### config.mk
export PLATFORM = sky130hd
export DESIGN_NAME = program_sequencer
export DESIGN_NICKNAME = d
export VERILOG_FILES = /design/src/rtl/program_sequencer.sv
export SDC_FILE = /design/constraint.sdc
export NUM_CORES = 1
export LEC_CHECK = 0
export BUFFER_PORTS_ARGS = -buffer_cell sky130_fd_sc_hd__buf_2
export CAP_MARGIN = 5
export CORE_MARGIN = 4
export CORE_UTILIZATION = 35
export CTS_CLUSTER_SIZE = 25
export DETAILED_ROUTE_END_ITERATION = 7
export MAX_ROUTING_LAYER = met4
export PLACE_DENSITY = 0.62
export SKIP_CTS_REPAIR_TIMING = 1
export SLEW_MARGIN = 10
export SYNTH_ARGS = -nofsm -noshare
export SYNTH_HDL_FRONTEND = slang
export SYNTH_SLANG_ARGS = --single-unit
### constraint.sdc
create_clock -name clk -period 2.4 [get_ports clk]
set_input_delay 0.72 -clock clk [delete_from_list [all_inputs] [get_ports clk]]
set_output_delay 0.72 -clock clk [all_outputs]
set_load 0.1 [all_outputs]
### src/rtl/program_sequencer.sv
// program_sequencer: launches one or a chain of three programs into the core and times each run
module program_sequencer #(
  parameter int PCW     = 10,
  parameter int P1_ADDR = 0,
  parameter int P2_ADDR = 128,
  parameter int P3_ADDR = 256,
  parameter int TIMEOUT = 65535
) (
  input  logic           clk,
  input  logic           reset,
  input  logic           init,
  input  logic           chain,
  input  logic [1:0]     prog_sel,
  input  logic           cpu_halt,
  output logic           cpu_start,
  output logic [PCW-1:0] cpu_pc,
  output logic           cpu_hold,
  output logic [1:0]     prog_id,
  output logic           done,
  output logic           timeout,
  output logic [15:0]    cycle_ct
);
  typedef enum logic [2:0] {IDLE, ARMED, LAUNCH, RUN, NEXT, FIN} state_t;
  state_t      state;
  logic        chain_r;
  logic [1:0]  idx;
  logic [15:0] cnt;
  logic [1:0]  first_idx;
  logic [1:0]  next_idx;
  logic [15:0] cnt_sat;
  logic        expired;
  function automatic logic [PCW-1:0] addr(input logic [1:0] i);
    return i == 2'd3 ? PCW'(P3_ADDR) : i == 2'd2 ? PCW'(P2_ADDR) : PCW'(P1_ADDR);
  endfunction
  assign first_idx = (chain || prog_sel == 2'd0) ? 2'd1 : prog_sel;
  assign next_idx  = idx + 2'd1;
  assign cnt_sat   = &cnt ? cnt : cnt + 16'd1;
  assign expired   = ({1'b0, cnt} + 17'd1) >= 17'(TIMEOUT);
  // launch/run/abort sequencing with all outputs registered alongside the state
  always_ff @(posedge clk or negedge reset) begin
    if (!reset) begin
      state     <= IDLE;
      chain_r   <= 1'b0;
      idx       <= 2'd0;
      cnt       <= 16'd0;
      cpu_start <= 1'b0;
      cpu_pc    <= '0;
      cpu_hold  <= 1'b1;
      prog_id   <= 2'd0;
      done      <= 1'b0;
      timeout   <= 1'b0;
      cycle_ct  <= 16'd0;
    end else if (init && (state == LAUNCH || state == RUN || state == NEXT)) begin
      state     <= ARMED;
      cpu_start <= 1'b0;
      cpu_hold  <= 1'b1;
    end else begin
      case (state)
        IDLE: if (init) state <= ARMED;
        ARMED: if (!init) begin
          state     <= LAUNCH;
          chain_r   <= chain;
          idx       <= first_idx;
          timeout   <= 1'b0;
          cnt       <= 16'd0;
          cpu_start <= 1'b1;
          cpu_hold  <= 1'b0;
          cpu_pc    <= addr(first_idx);
          prog_id   <= first_idx;
        end
        LAUNCH: begin
          state     <= RUN;
          cpu_start <= 1'b0;
        end
        RUN: begin
          cnt <= cnt_sat;
          if (cpu_halt) begin
            state    <= NEXT;
            cpu_hold <= 1'b1;
            cycle_ct <= cnt_sat;
          end else if (expired) begin
            state    <= FIN;
            cpu_hold <= 1'b1;
            timeout  <= 1'b1;
            done     <= 1'b1;
            cycle_ct <= cnt_sat;
          end
        end
        NEXT: if (chain_r && idx < 2'd3) begin
          state     <= LAUNCH;
          idx       <= next_idx;
          cnt       <= 16'd0;
          cpu_start <= 1'b1;
          cpu_hold  <= 1'b0;
          cpu_pc    <= addr(next_idx);
          prog_id   <= next_idx;
        end else begin
          state <= FIN;
          done  <= 1'b1;
        end
        FIN: if (init) begin
          state <= ARMED;
          done  <= 1'b0;
        end
        default: state <= IDLE;
      endcase
    end
  end
endmodule

==> reports/metrics.json, run 1 <==
{
  "critical_path.slowest_cell": "or4_4",
  "fillCellCount": 725,
  "share_of_the_clock_period_used_by_the_worst_path_after_layout": 1.03,
  "dieWidth_um": 95.7,
  "top_area_cells_in_the_synthesized_netlist": "dfrtp_1 40%, o21ai_0 5.6%, nor2_1 4.2%",
  "viasPerCell": 5.16,
  "hold_viol": 0,
  "syn_to_final_growth_pct": 24.9,
  "r2r_end": "cycle_ct[15]$_DFFE_PN0P_",
  "unrepaired_setup_endpoints_after_global_routing": "true",
  "ys_top_cells_by_count": "43 x dfrtp_1, 30 x nor2_1, 30 x o21ai_0",
  "multiInputGateArea_um2": 1520,
  "drtIter0Drc": 206,
  "global_routing_met3_resource_utilization": 0.0260,
  "buffers_from_clock_root_to_sink_at_most": 2,
  "count_of_flip_flops_with_a_built_in_enable_after_synthesis": 0,
  "total_leakage_power_nw": 1.48,
  "drt-wirelength-per-cell_um": 14.8,
  "antenna_violating_nets_post_route": 0,
  "regArea_um2": 1110,
  "maxSlewViolCount": 0,
  "post_synth_num_cell_types": 52,
  "worst_r2r_startpoint": "cnt[1]$_DFFE_PN0P_",
  "clkSinkCount": 44,
  "setup_violations": 16,
  "synthArstFlopShare": 1.00,
  "synthCells": 300,
  "critical_path_required_ns": 2.58,
  "timing.critical_path.slowest_cell_delay_ns": 0.53,
  "ys_dominant_reg_cell": "dfrtp_1",
  "overflow": 0,
  "synth_top_cell_by_area": "dfrtp_1",
  "grt_first_pass_wirelength_um": 10700,
  "antenna-diode-count": 0,
  "tritoncts": "done",
  "largest_net_degree_at_the_start_of_global_routing": 20,
  "final_core_util": 0.456,
  "power_per_cell_area_nw_per_um2": 1290,
  "worst_setup_path_end_kind": "flop",
  "insertion_delay_ns": 0.30,
  "drive_gt1_frac": 0.303,
  "num-nets-final": 361,
  "track_usage": 0.155,
  "worst-r2r-setup-slack_ns": -0.07,
  "flops_latches_synth": 44,
  "num_io_pins": 39,
  "syn_area_per_cell_um2": 8.96,
  "syn_area_um2": 2690,
  "cts-root-buf": "clkbuf_8",
  "initial_utilization": 0.365,
  "route.vias.total": 2315,
  "worstHoldPathType": "in -> async",
  "synth_warnings": 0,
  "gp_congestion": 0.915,
  "die_extent_in_y_um": 95.7,
  "worst_setup_path_startpoint": "cnt[1]$_DFFE_PN0P_",
  "fp.coreArea_um2": 7370,
  "worst-path-max-fanout": 8,
  "cts.clk_slew.worst_paths_ns": 0.09,
  "fin_cells": 449,
  "antenna_violations_before_repair": 0,
  "yosysSeqAreaShare": 0.410,
  "finalClockSkew_ns": 0.00930,
  "routed_wl_um": 6650,
  "fin_setup_tns_ns": -0.720,
  "violations": "setup timing",
  "vdd.ir_drop.worst_mv": 0.560,
  "floorplan.die_area_um2": 9150,
  "globalRoute.busiestLayer": "met2",
  "worst_r2r_path_depth": 9,
  "numCtsBuffers": 5,
  "port_buffer_cells": 30,
  "netlist.area_leader.share": 0.400,
  "grtUsageMet2": 0.225,
  "cp-start-kind": "flop",
  "number_of_rows_in_the_core_area": 31,
  "path_class": "reg -> reg",
  "layout_min_cycle_time_ns": 2.47,
  "drc": 0,
  "crit_path_cell_chain": "buf_6 > nand3_4 > xnor2_4 > or4_4 > nor4_4 > a21oi_2 > a21oi_4 > clkbuf_16 > o21ai_0",
  "cp_data_arrival_time_ns": 2.65,
  "placedCellCount": 435,
  "synth.most_common_cell": "dfrtp_1",
  "dp_hpwl_um": 4730,
  "grt_pass1_vias": 2095,
  "global_route.usage.met1": 0.221,
  "layout_setup_ws_ns": -0.0699,
  "outcome": "finished with violations",
  "setup.worst_path.end": "cycle_ct[15]$_DFFE_PN0P_",
  "timing.max_cap.violations": 0,
  "cts_htree_levels": 2,
  "drtPass1Iterations": 4,
  "maxClockFrequency_mhz": 405
}
## cell usage in the layout (no fill, tap or decap), types with 3 or more instances in the layout
cell type / synthesis / layout
a22o_1: 5 / 5
o31ai_1: 3 / 3
nor2b_1: 3 / 3
nor2_1: 30 / 30
nand3_1: 9 / 9
a21oi_1: 19 / 18
a21o_1: 10 / 10
o21a_1: 3 / 3
conb_1: 1 / 8
nor3_1: 5 / 5
a2bb2oi_2: 6 / 9
inv_1: 15 / 15
nand2b_1: 3 / 3
xor2_1: 4 / 3
xnor2_1: 9 / 7
buf_2: 8 / 30
a2bb2oi_1: 6 / 3
o21ai_0: 30 / 30
clkbuf_8: 0 / 5
dfrtp_2: 0 / 3
nand2_1: 19 / 19
ha_1: 5 / 3
buf_4: 8 / 31
dfrtp_1: 43 / 40
a31oi_1: 3 / 3
## worst min path at each step
stage                                from                     to  depth (start not counted)
floorplan                           reset    chain_r$_DFFE_PN0P_                          0
global placement    cpu_pc[7]$_DFFE_PN0P_  cpu_pc[7]$_DFFE_PN0P_                          2
detailed placement  cpu_pc[8]$_DFFE_PN0P_  cpu_pc[8]$_DFFE_PN0P_                          2
CTS                                 reset   state[1]$_DFFE_PN0P_                          1
global route                        reset       done$_DFFE_PN0P_                          1
finish                              reset       done$_DFFE_PN0P_                          1
## registers in the layout, indices dropped and copies added, names as in the netlist
signal     count
cnt           16
cycle_ct      16
state          3
cpu_pc         2
idx            2
chain_r        1
cpu_hold       1
cpu_start      1
done           1
timeout        1
## worst max-delay path: cells and delay by family (launching register included)
kind	cells	cell delay (ns)
AND/OR/NAND/NOR	3	0.95
XOR/XNOR	1	0.17
buffers and inverters	2	0.34
AO/OA/AOI/OAI	3	0.43
flip-flops	1	0.46
## cell type report
| cell class | instances | share of cell area |
|---|---|---|
| repair buffers | 65 | 0.134 |
| flip-flops and latches | 44 | 0.329 |
| well taps | 99 | 0.0369 |
| clock buffers | 6 | 0.0216 |
| inverters | 15 | 0.0168 |
| multi-input cells | 218 | 0.451 |
| clock inverters | 2 | 0.0104 |
## cell families after synthesis
group	Yosys count	synth area share
AOI/OAI and AO/OA	97	0.250
xor gates and xnor gates	13	0.0423
adders and majority gates	5	0.0233
buffers and inverters	45	0.0805
DFF	44	0.410
muxes	2	0.00791
other	1	0.00139
and+or+nand+nor	93	0.184
## routing by layer
metal	share of wire	routed length (um)	vias to the layer above
met5	0	0	-
met4	0.016	104	0
met3	0.044	292	8
li1	-	-	1138
met2	0.45	2970	48
met1	0.49	3280	1121
## where the power goes
part | leakage [nW] | internal, W | switching (W)
Sequential | 0.554 | 0.000978 | 0.000200
Combinational | 0.873 | 0.000605 | 0.00198
Clock | 0.0552 | 0.000309 | 0.000263
## through the flow
step	hold WS (ns)	area (um2)	setup WS, ns	total power, W
3_3_place_gp	0.461	3060	0.00715	0.00365
5_1_grt	0.380	3360	-0.154	0.00456
2_1_floorplan	0.424	2720	0.0299	0.00320
6_report	0.368	3360	-0.0699	0.00433
4_1_cts	0.376	3170	-0.0527	0.00423
3_5_place_dp	0.473	3060	-0.0287	0.00365
Power figures use the tool's default switching activity.
==> inputs of run 2 (changes only) <==
- CORE_UTILIZATION: 35 -> 32
- PLACE_DENSITY: 0.62 -> 0.58
==> reports/metrics.json, run 2 (synthesis results as in run 1) <==
{
  "fp.coreArea": {"value": 8180, "unit": "um2", "change": "was 7370 um2"},
  "drtPass1Iterations": {"value": 4, "change": "unchanged"},
  "antenna_violating_nets_post_route": {"value": 0, "change": "unchanged"},
  "layout.cells.most_common": {"value": "dfrtp_1", "change": "unchanged"},
  "routed_wl": {"value": 6710, "unit": "um", "change": "was 6650 um"},
  "cp_data_arrival_time": {"value": 2.71, "unit": "ns", "change": "was 2.65 ns"},
  "antenna_violations_before_repair": {"value": 0, "change": "unchanged"},
  "critical_path.slowest_cell": {"value": "or4_4", "change": "unchanged"},
  "drc": {"value": 0, "change": "unchanged"},
  "number_of_rows_in_the_core_area": {"value": 33, "change": "was 31"},
  "tritoncts": {"value": "done", "change": "unchanged"},
  "dp_hpwl": {"value": 4860, "unit": "um", "change": "was 4730 um"},
  "worstHoldPathType": {"value": "in -> async", "change": "unchanged"},
  "num_io_pins": {"value": 39, "change": "unchanged"},
  "fin_cells": {"value": 454, "change": "was 449"},
  "num-nets-final": {"value": 360, "change": "was 361"},
  "placedCellCount": {"value": 442, "change": "was 435"},
  "overflow": {"value": 0, "change": "unchanged"},
  "top_regs": {"value": "cnt (16), cycle_ct (16), state (3)", "change": "unchanged"},
  "maxSlewViolCount": {"value": 0, "change": "unchanged"},
  "dp_slack": {"value": -0.0634, "unit": "ns", "change": "was -0.0287 ns"},
  "timing.max_cap.violations": {"value": 0, "change": "unchanged"},
  "hold_viol": {"value": 0, "change": "unchanged"},
  "port_buffer_cells": {"value": 30, "change": "unchanged"},
  "total_leakage_power": {"value": 1.48, "unit": "nW", "change": "about the same"},
  "vdd.ir_drop.worst": {"value": 0.477, "unit": "mV", "change": "was 0.560 mV"},
  "clkSinkCount": {"value": 44, "change": "unchanged"},
  "drive_gt1_frac": {"value": 0.312, "change": "was 0.303"},
  "initial_utilization": {"value": 0.329, "change": "was 0.365"},
  "maxClockFrequency": {"value": 402, "unit": "MHz", "change": "was 405 MHz"},
  "power_per_cell_area": {"value": 1310, "unit": "nW/um2", "change": "was 1290 nW/um2"},
  "route.vias.total": {"value": 2342, "change": "was 2,315"},
  "viasPerCell": {"value": 5.16, "change": "about the same"},
  "insertion_delay": {"value": 0.29, "unit": "ns", "change": "was 0.30 ns"},
  "layout_setup_ws": {"value": -0.0862, "unit": "ns", "change": "was -0.0699 ns"},
  "finalClockSkew": {"value": 0.00635, "unit": "ns", "change": "was 0.00930 ns"},
  "syn_to_final_growth": {"value": 25.0, "unit": "%", "change": "was 24.9%"},
  "share_of_the_clock_period_used_by_the_worst_path_after_layout": {"value": 1.04, "change": "was 1.03"},
  "die_extent_in_y": {"value": 99.7, "unit": "um", "change": "was 95.7 um"},
  "drtIter0Drc": {"value": 154, "change": "was 206"},
  "worst-path-buf-inv": {"value": 2, "change": "unchanged"},
  "slew_headroom": 0.634,
  "tightestPinTransition_ns": 0.549,
  "largest_net_degree_at_the_start_of_global_routing": {"value": 24, "change": "was 20"},
  "violations": {"value": "setup timing", "change": "unchanged"},
  "drt-wirelength-per-cell": {"value": 14.8, "unit": "um", "change": "about the same"},
  "path_class": {"value": "reg -> reg", "change": "unchanged"},
  "timing.critical_path.slowest_cell_delay": {"value": 0.44, "unit": "ns", "change": "was 0.53 ns"},
  "numCtsBuffers": {"value": 5, "change": "unchanged"},
  "cp-start-kind": {"value": "flop", "change": "unchanged"},
  "power.total": {"value": 0.00439, "unit": "W", "change": "was 0.00433 W"},
  "layout_min_cycle_time": {"value": 2.49, "unit": "ns", "change": "was 2.47 ns"},
  "outcome": {"value": "finished with violations", "change": "unchanged"},
  "grt_pass1_vias": {"value": 2334, "change": "was 2,095"},
  "grt_first_pass_wirelength": {"value": 11200, "unit": "um", "change": "was 10,700 um"},
  "crit_path_cell_chain": {"value": "buf_6 > ha_4 > nor2_4 > nor2_2 > or4_4 > nor4_4 > a21oi_2 > a21oi_4 > clkbuf_16 > a2bb2oi_2", "change": "was buf_6 > nand3_4 > xnor2_4 > or4_4 > nor4_4 > a21oi_2 > a21oi_4 > clkbuf_16 > o21ai_0"},
  "critical_path_required": {"value": 2.63, "unit": "ns", "change": "was 2.58 ns"},
  "gp_congestion": {"value": 0.894, "change": "was 0.915"},
  "cpLargestDelayFamily": {"value": "simple AND/OR/NAND/NOR gates", "change": "unchanged"},
  "track_usage": {"value": 0.142, "change": "was 0.155"},
  "dieWidth": {"value": 99.7, "unit": "um", "change": "was 95.7 um"},
  "worst-path-max-fanout": {"value": 5, "change": "was 8"},
  "cts.clk_slew.worst_paths": {"value": 0.09, "unit": "ns", "change": "about the same"},
  "floorplan.die_area": {"value": 9930, "unit": "um2", "change": "was 9150 um2"},
  "buffers_from_clock_root_to_sink_at_most": {"value": 2, "change": "unchanged"},
  "cts_htree_levels": {"value": 2, "change": "unchanged"},
  "antenna-diode-count": {"value": 0, "change": "unchanged"},
  "layout_common_cells": {"value": "40 x dfrtp_1, 30 x buf_2, 29 x o21ai_0", "change": "was 40 x dfrtp_1, 31 x buf_4, 30 x nor2_1, 30 x o21ai_0, 30 x buf_2"},
  "setup_violations": {"value": 16, "change": "unchanged"},
  "unrepaired_setup_endpoints_after_global_routing": {"value": "true", "change": "unchanged"},
  "cts-root-buf": {"value": "clkbuf_8", "change": "unchanged"},
  "worst_setup_path_end_kind": {"value": "flop", "change": "unchanged"}
}
-- run 2: layout make-up --
cell class / instances / area [um2]
flip-flops and latches: 44 / 1110
clock inverters: 2 / 35.0
inverters: 15 / 56.3
multi-input cells: 218 / 1500
fillers: 830 / 4810
well taps: 105 / 131
repair buffers: 64 / 459
clock buffers: 6 / 72.6
-- run 2: metal layers --
layer,global-route usage,vias to the layer above,wire length [um]
met3,0.0302,14,293
met2,0.218,56,3110
met4,0.0452,0,137
met1,0.188,1142,3180
li1,-,1130,-
met5,-,-,0
-- run 2: power breakdown --
part	internal (W)	leakage [nW]	switching, W
Clock	0.000309	0.0552	0.000252
Sequential	0.000978	0.554	0.000192
Combinational	0.000638	0.874	0.00202
-- run 2: worst register-to-register path: stages, from the launching register on --
cell and delay [ns]:
dfrtp_2 0.43, buf_6 0.14, ha_4 0.24, nor2_4 0.08, nor2_2 0.05, or4_4 0.44
nor4_4 0.32, a21oi_2 0.13, a21oi_4 0.26, clkbuf_16 0.21, a2bb2oi_2 0.13
-- run 2: worst paths after layout --
check                                 startpoint                       end  slack, ns  depth (start not counted)
max reg2reg                   cnt[1]$_DFFE_PN0P_  cycle_ct[11]$_DFFE_PN0P_      -0.09                         10
max in group asynchronous                  reset        cnt[2]$_DFFE_PN0P_       1.46                          2
min in group clk           cpu_pc[7]$_DFFE_PN0P_     cpu_pc[7]$_DFFE_PN0P_       0.49                          2
max                           cnt[1]$_DFFE_PN0P_  cycle_ct[11]$_DFFE_PN0P_      -0.09                         10
min                                        reset        idx[0]$_DFFE_PN0P_       0.40                          1
min reg2reg                cpu_pc[7]$_DFFE_PN0P_     cpu_pc[7]$_DFFE_PN0P_       0.49                          2
-- run 2: through the flow --
step                      hold WS, ns  setup TNS, ns  utilization  area [um2]
after global placement          0.462              0        0.378        3090
after detailed placement        0.476         -0.179        0.378        3090
final                           0.397         -0.742        0.411        3360
after global routing            0.428          -2.27        0.411        3360
after CTS                       0.413         -0.326        0.391        3200
after floorplan                 0.424              0            -        2720
==> inputs of run 3 (changes only) <==
- BUFFER_PORTS_ARGS: -buffer_cell sky130_fd_sc_hd__buf_2 -> -buffer_cell sky130_fd_sc_hd__buf_4
- REMOVE_ABC_BUFFERS: default -> 1
==> reports/metrics.json, run 3 (synthesis results as in run 1) <==
{
  "drtPass1Iterations": {"value": 4, "change": "unchanged"},
  "numCtsBuffers": {"value": 5, "change": "unchanged"},
  "timing.max_cap.violations": {"value": 0, "change": "unchanged"},
  "number_of_rows_in_the_core_area": {"value": 33, "change": "unchanged"},
  "layout_min_cycle_time": {"value": 2.41, "unit": "ns", "change": "was 2.49 ns"},
  "floorplan.die_area": {"value": 9930, "unit": "um2", "change": "unchanged"},
  "tightestPinTransition": {"value": 0.590, "unit": "ns", "change": "was 0.549 ns"},
  "layout_setup_ws": {"value": -0.00611, "unit": "ns", "change": "was -0.0862 ns"},
  "critical_path.slowest_cell": {"value": "or4_4", "change": "unchanged"},
  "route.vias.total": {"value": 2322, "change": "was 2,342"},
  "share_of_the_clock_period_used_by_the_worst_path_after_layout": {"value": 1.00, "change": "was 1.04"},
  "port_buffer_cells": {"value": 30, "change": "unchanged"},
  "worst_r2r_startpoint": {"value": "cnt[1]$_DFFE_PN0P_", "change": "unchanged"},
  "cts.clk_slew.worst_paths": {"value": 0.08, "unit": "ns", "change": "was 0.09 ns"},
  "tritoncts": {"value": "done", "change": "unchanged"},
  "worst_r2r_path_depth": {"value": 8, "change": "was 10"},
  "maxSlewViolCount": {"value": 0, "change": "unchanged"},
  "cts_htree_levels": {"value": 2, "change": "unchanged"},
  "worst_setup_path_end_kind": {"value": "flop", "change": "unchanged"},
  "antenna_violations_before_repair": {"value": 0, "change": "unchanged"},
  "r2r_end": {"value": "cycle_ct[3]$_DFFE_PN0P_", "change": "was cycle_ct[11]$_DFFE_PN0P_"},
  "gp_congestion": {"value": 0.886, "change": "was 0.894"},
  "buffers_from_clock_root_to_sink_at_most": {"value": 2, "change": "unchanged"},
  "crit_path_cell_chain": {"value": "ha_4 > xnor2_4 > or4_4 > nor4_4 > a21oi_2 > a21oi_4 > clkbuf_16 > a2bb2oi_2", "change": "was buf_6 > ha_4 > nor2_4 > nor2_2 > or4_4 > nor4_4 > a21oi_2 > a21oi_4 > clkbuf_16 > a2bb2oi_2"},
  "critical_path_required": {"value": 2.64, "unit": "ns", "change": "was 2.63 ns"},
  "dieWidth": {"value": 99.7, "unit": "um", "change": "unchanged"},
  "hold_viol": {"value": 0, "change": "unchanged"},
  "drt-wirelength-per-cell": {"value": 15.7, "unit": "um", "change": "was 14.8 um"},
  "final_core_util": {"value": 0.423, "change": "was 0.411"},
  "grt_first_pass_wirelength": {"value": 11600, "unit": "um", "change": "was 11,200 um"},
  "finalClockSkew": {"value": 0.0124, "unit": "ns", "change": "was 0.00635 ns"},
  "antenna-diode-count": {"value": 0, "change": "unchanged"},
  "maxClockFrequency": {"value": 416, "unit": "MHz", "change": "was 402 MHz"},
  "routed_wl": {"value": 7120, "unit": "um", "change": "was 6710 um"},
  "path_class": {"value": "reg -> reg", "change": "unchanged"},
  "final_design_instance_area_without_fill": {"value": 3450, "unit": "um2", "change": "was 3360 um2"},
  "overflow": {"value": 0, "change": "unchanged"},
  "total_leakage_power": {"value": 1.53, "unit": "nW", "change": "was 1.48 nW"},
  "drc": {"value": 0, "change": "unchanged"},
  "cp_data_arrival_time": {"value": 2.64, "unit": "ns", "change": "was 2.71 ns"},
  "vdd.ir_drop.worst": {"value": 0.562, "unit": "mV", "change": "was 0.477 mV"},
  "cp-start-kind": {"value": "flop", "change": "unchanged"},
  "largest_net_degree_at_the_start_of_global_routing": {"value": 45, "change": "was 24"},
  "antenna_violating_nets_post_route": {"value": 0, "change": "unchanged"},
  "initial_utilization": {"value": 0.329, "change": "unchanged"},
  "fillCellCount": {"value": 834, "change": "was 830"},
  "clkSinkCount": {"value": 44, "change": "unchanged"},
  "cts-root-buf": {"value": "clkbuf_8", "change": "unchanged"},
  "regArea": {"value": 1110, "unit": "um2", "change": "unchanged"},
  "num_io_pins": {"value": 39, "change": "unchanged"},
  "layout_common_cells": {"value": "59 x buf_4, 40 x dfrtp_1, 29 x o21ai_0", "change": "was 40 x dfrtp_1, 30 x buf_2, 29 x o21ai_0"},
  "unrepaired_setup_endpoints_after_global_routing": {"value": "true", "change": "unchanged"},
  "num-nets-final": {"value": 359, "change": "was 360"},
  "fp.coreArea": {"value": 8180, "unit": "um2", "change": "unchanged"},
  "violations": {"value": "setup timing", "change": "unchanged"},
  "insertion_delay": {"value": 0.31, "unit": "ns", "change": "was 0.29 ns"},
  "track_usage": {"value": 0.148, "change": "was 0.142"},
  "die_extent_in_y": {"value": 99.7, "unit": "um", "change": "unchanged"},
  "worstHoldPathType": {"value": "in -> async", "change": "unchanged"},
  "worst-path-max-fanout": {"value": 8, "change": "was 5"},
  "drive_gt1_frac": {"value": 0.322, "change": "was 0.312"},
  "multiInputGateArea": {"value": 1540, "unit": "um2", "change": "was 1500 um2"},
  "worst-r2r-setup-slack": {"value": -0.006, "unit": "ns", "change": "was -0.09 ns"},
  "top_regs": {"value": "cnt (16), cycle_ct (16), state (3)", "change": "unchanged"},
  "grt_pass1_vias": {"value": 2380, "change": "was 2,334"},
  "cp.depth": {"value": 8, "change": "was 10"},
  "viasPerCell": {"value": 5.13, "change": "was 5.16"},
  "timing.critical_path.slowest_cell_delay": {"value": 0.55, "unit": "ns", "change": "was 0.44 ns"},
  "power_per_cell_area": {"value": 1310, "unit": "nW/um2", "change": "about the same"},
  "worst-path-buf-inv": {"value": 1, "change": "was 2"},
  "cpLargestDelayFamily": {"value": "simple AND/OR/NAND/NOR gates", "change": "unchanged"},
  "drtIter0Drc": {"value": 152, "change": "was 154"},
  "syn_to_final_growth": {"value": 28.5, "unit": "%", "change": "was 25.0%"},
  "setup_violations": {"value": 1, "change": "was 16"},
  "outcome": {"value": "finished with violations", "change": "unchanged"},
  "postPlaceCellArea": {"value": 3140, "unit": "um2", "change": "was 3090 um2"},
  "layout.cells.most_common": {"value": "buf_4", "change": "was dfrtp_1"},
  "slew_headroom": {"value": 0.607, "change": "was 0.634"},
  "fin_setup_tns": {"value": -0.00611, "unit": "ns", "change": "was -0.742 ns"},
  "dp_hpwl": {"value": 4940, "unit": "um", "change": "was 4860 um"}
}
[run 3: changes by cell type in the layout (fill, tap and decap cells not counted), moves of 2 or more]
cell	change
buf_2	-30
nor4_4	+2
buf_4	+31
nor4_2	-2
[run 3: where the power goes]
| group | total, W | internal [W] | switching [W] |
|---|---|---|---|
| sequential | 0.00120 | 0.000978 | 0.000224 |
| combinational | 0.00273 | 0.000728 | 0.00201 |
| clock | 0.000578 | 0.000309 | 0.000268 |
| total | 0.00451 | 0.00202 | 0.00250 |
[run 3: worst max path at each step]
stage / from / to
final: cnt[1]$_DFFE_PN0P_ / cycle_ct[3]$_DFFE_PN0P_
after global placement: cnt[0]$_DFFE_PN0P_ / cycle_ct[11]$_DFFE_PN0P_
after CTS: cnt[0]$_DFFE_PN0P_ / cycle_ct[11]$_DFFE_PN0P_
after floorplan: cnt[0]$_DFFE_PN0P_ / cycle_ct[11]$_DFFE_PN0P_
after global routing: cnt[0]$_DFFE_PN0P_ / cycle_ct[1]$_DFFE_PN0P_
after detailed placement: cnt[0]$_DFFE_PN0P_ / cycle_ct[11]$_DFFE_PN0P_
[run 3: per-stage QoR]
| step | instances | setup WS [ns] | hold slack [ns] | total power (W) |
|---|---|---|---|---|
| CTS | 449 | -0.0334 | 0.430 | 0.00437 |
| floorplan | 277 | -0.337 | 0.424 | 0.00316 |
| global placement | 441 | -0.00484 | 0.464 | 0.00376 |
| finish | 453 | -0.00611 | 0.407 | 0.00451 |
| global route | 453 | -0.0820 | 0.456 | 0.00474 |
| detailed placement | 441 | -0.0199 | 0.474 | 0.00379 |
[run 3: worst reg2reg max path, cell delays in order (launching register included)]
cell	delay [ns]
dfrtp_2	0.47
ha_4	0.21
xnor2_4	0.13
or4_4	0.55
nor4_4	0.31
a21oi_2	0.13
a21oi_4	0.20
clkbuf_16	0.20
a2bb2oi_2	0.13
[run 3: per-layer routing]
metal	global-route usage	vias to the layer above	wire length, um
met5	-	-	0
li1	-	1141	-
met1	0.189	1117	3170
met4	0.0462	0	124
met3	0.0316	11	339
met2	0.236	53	3490
[run 3: final cells by class]
type | count | share of cell area
Multi-Input combinational cell | 218 | 0.447
Inverter | 15 | 0.0163
Timing Repair Buffer | 63 | 0.148
Sequential cell | 44 | 0.320
Tap cell | 105 | 0.0380
Clock inverter | 2 | 0.0101
Clock buffer | 6 | 0.0210
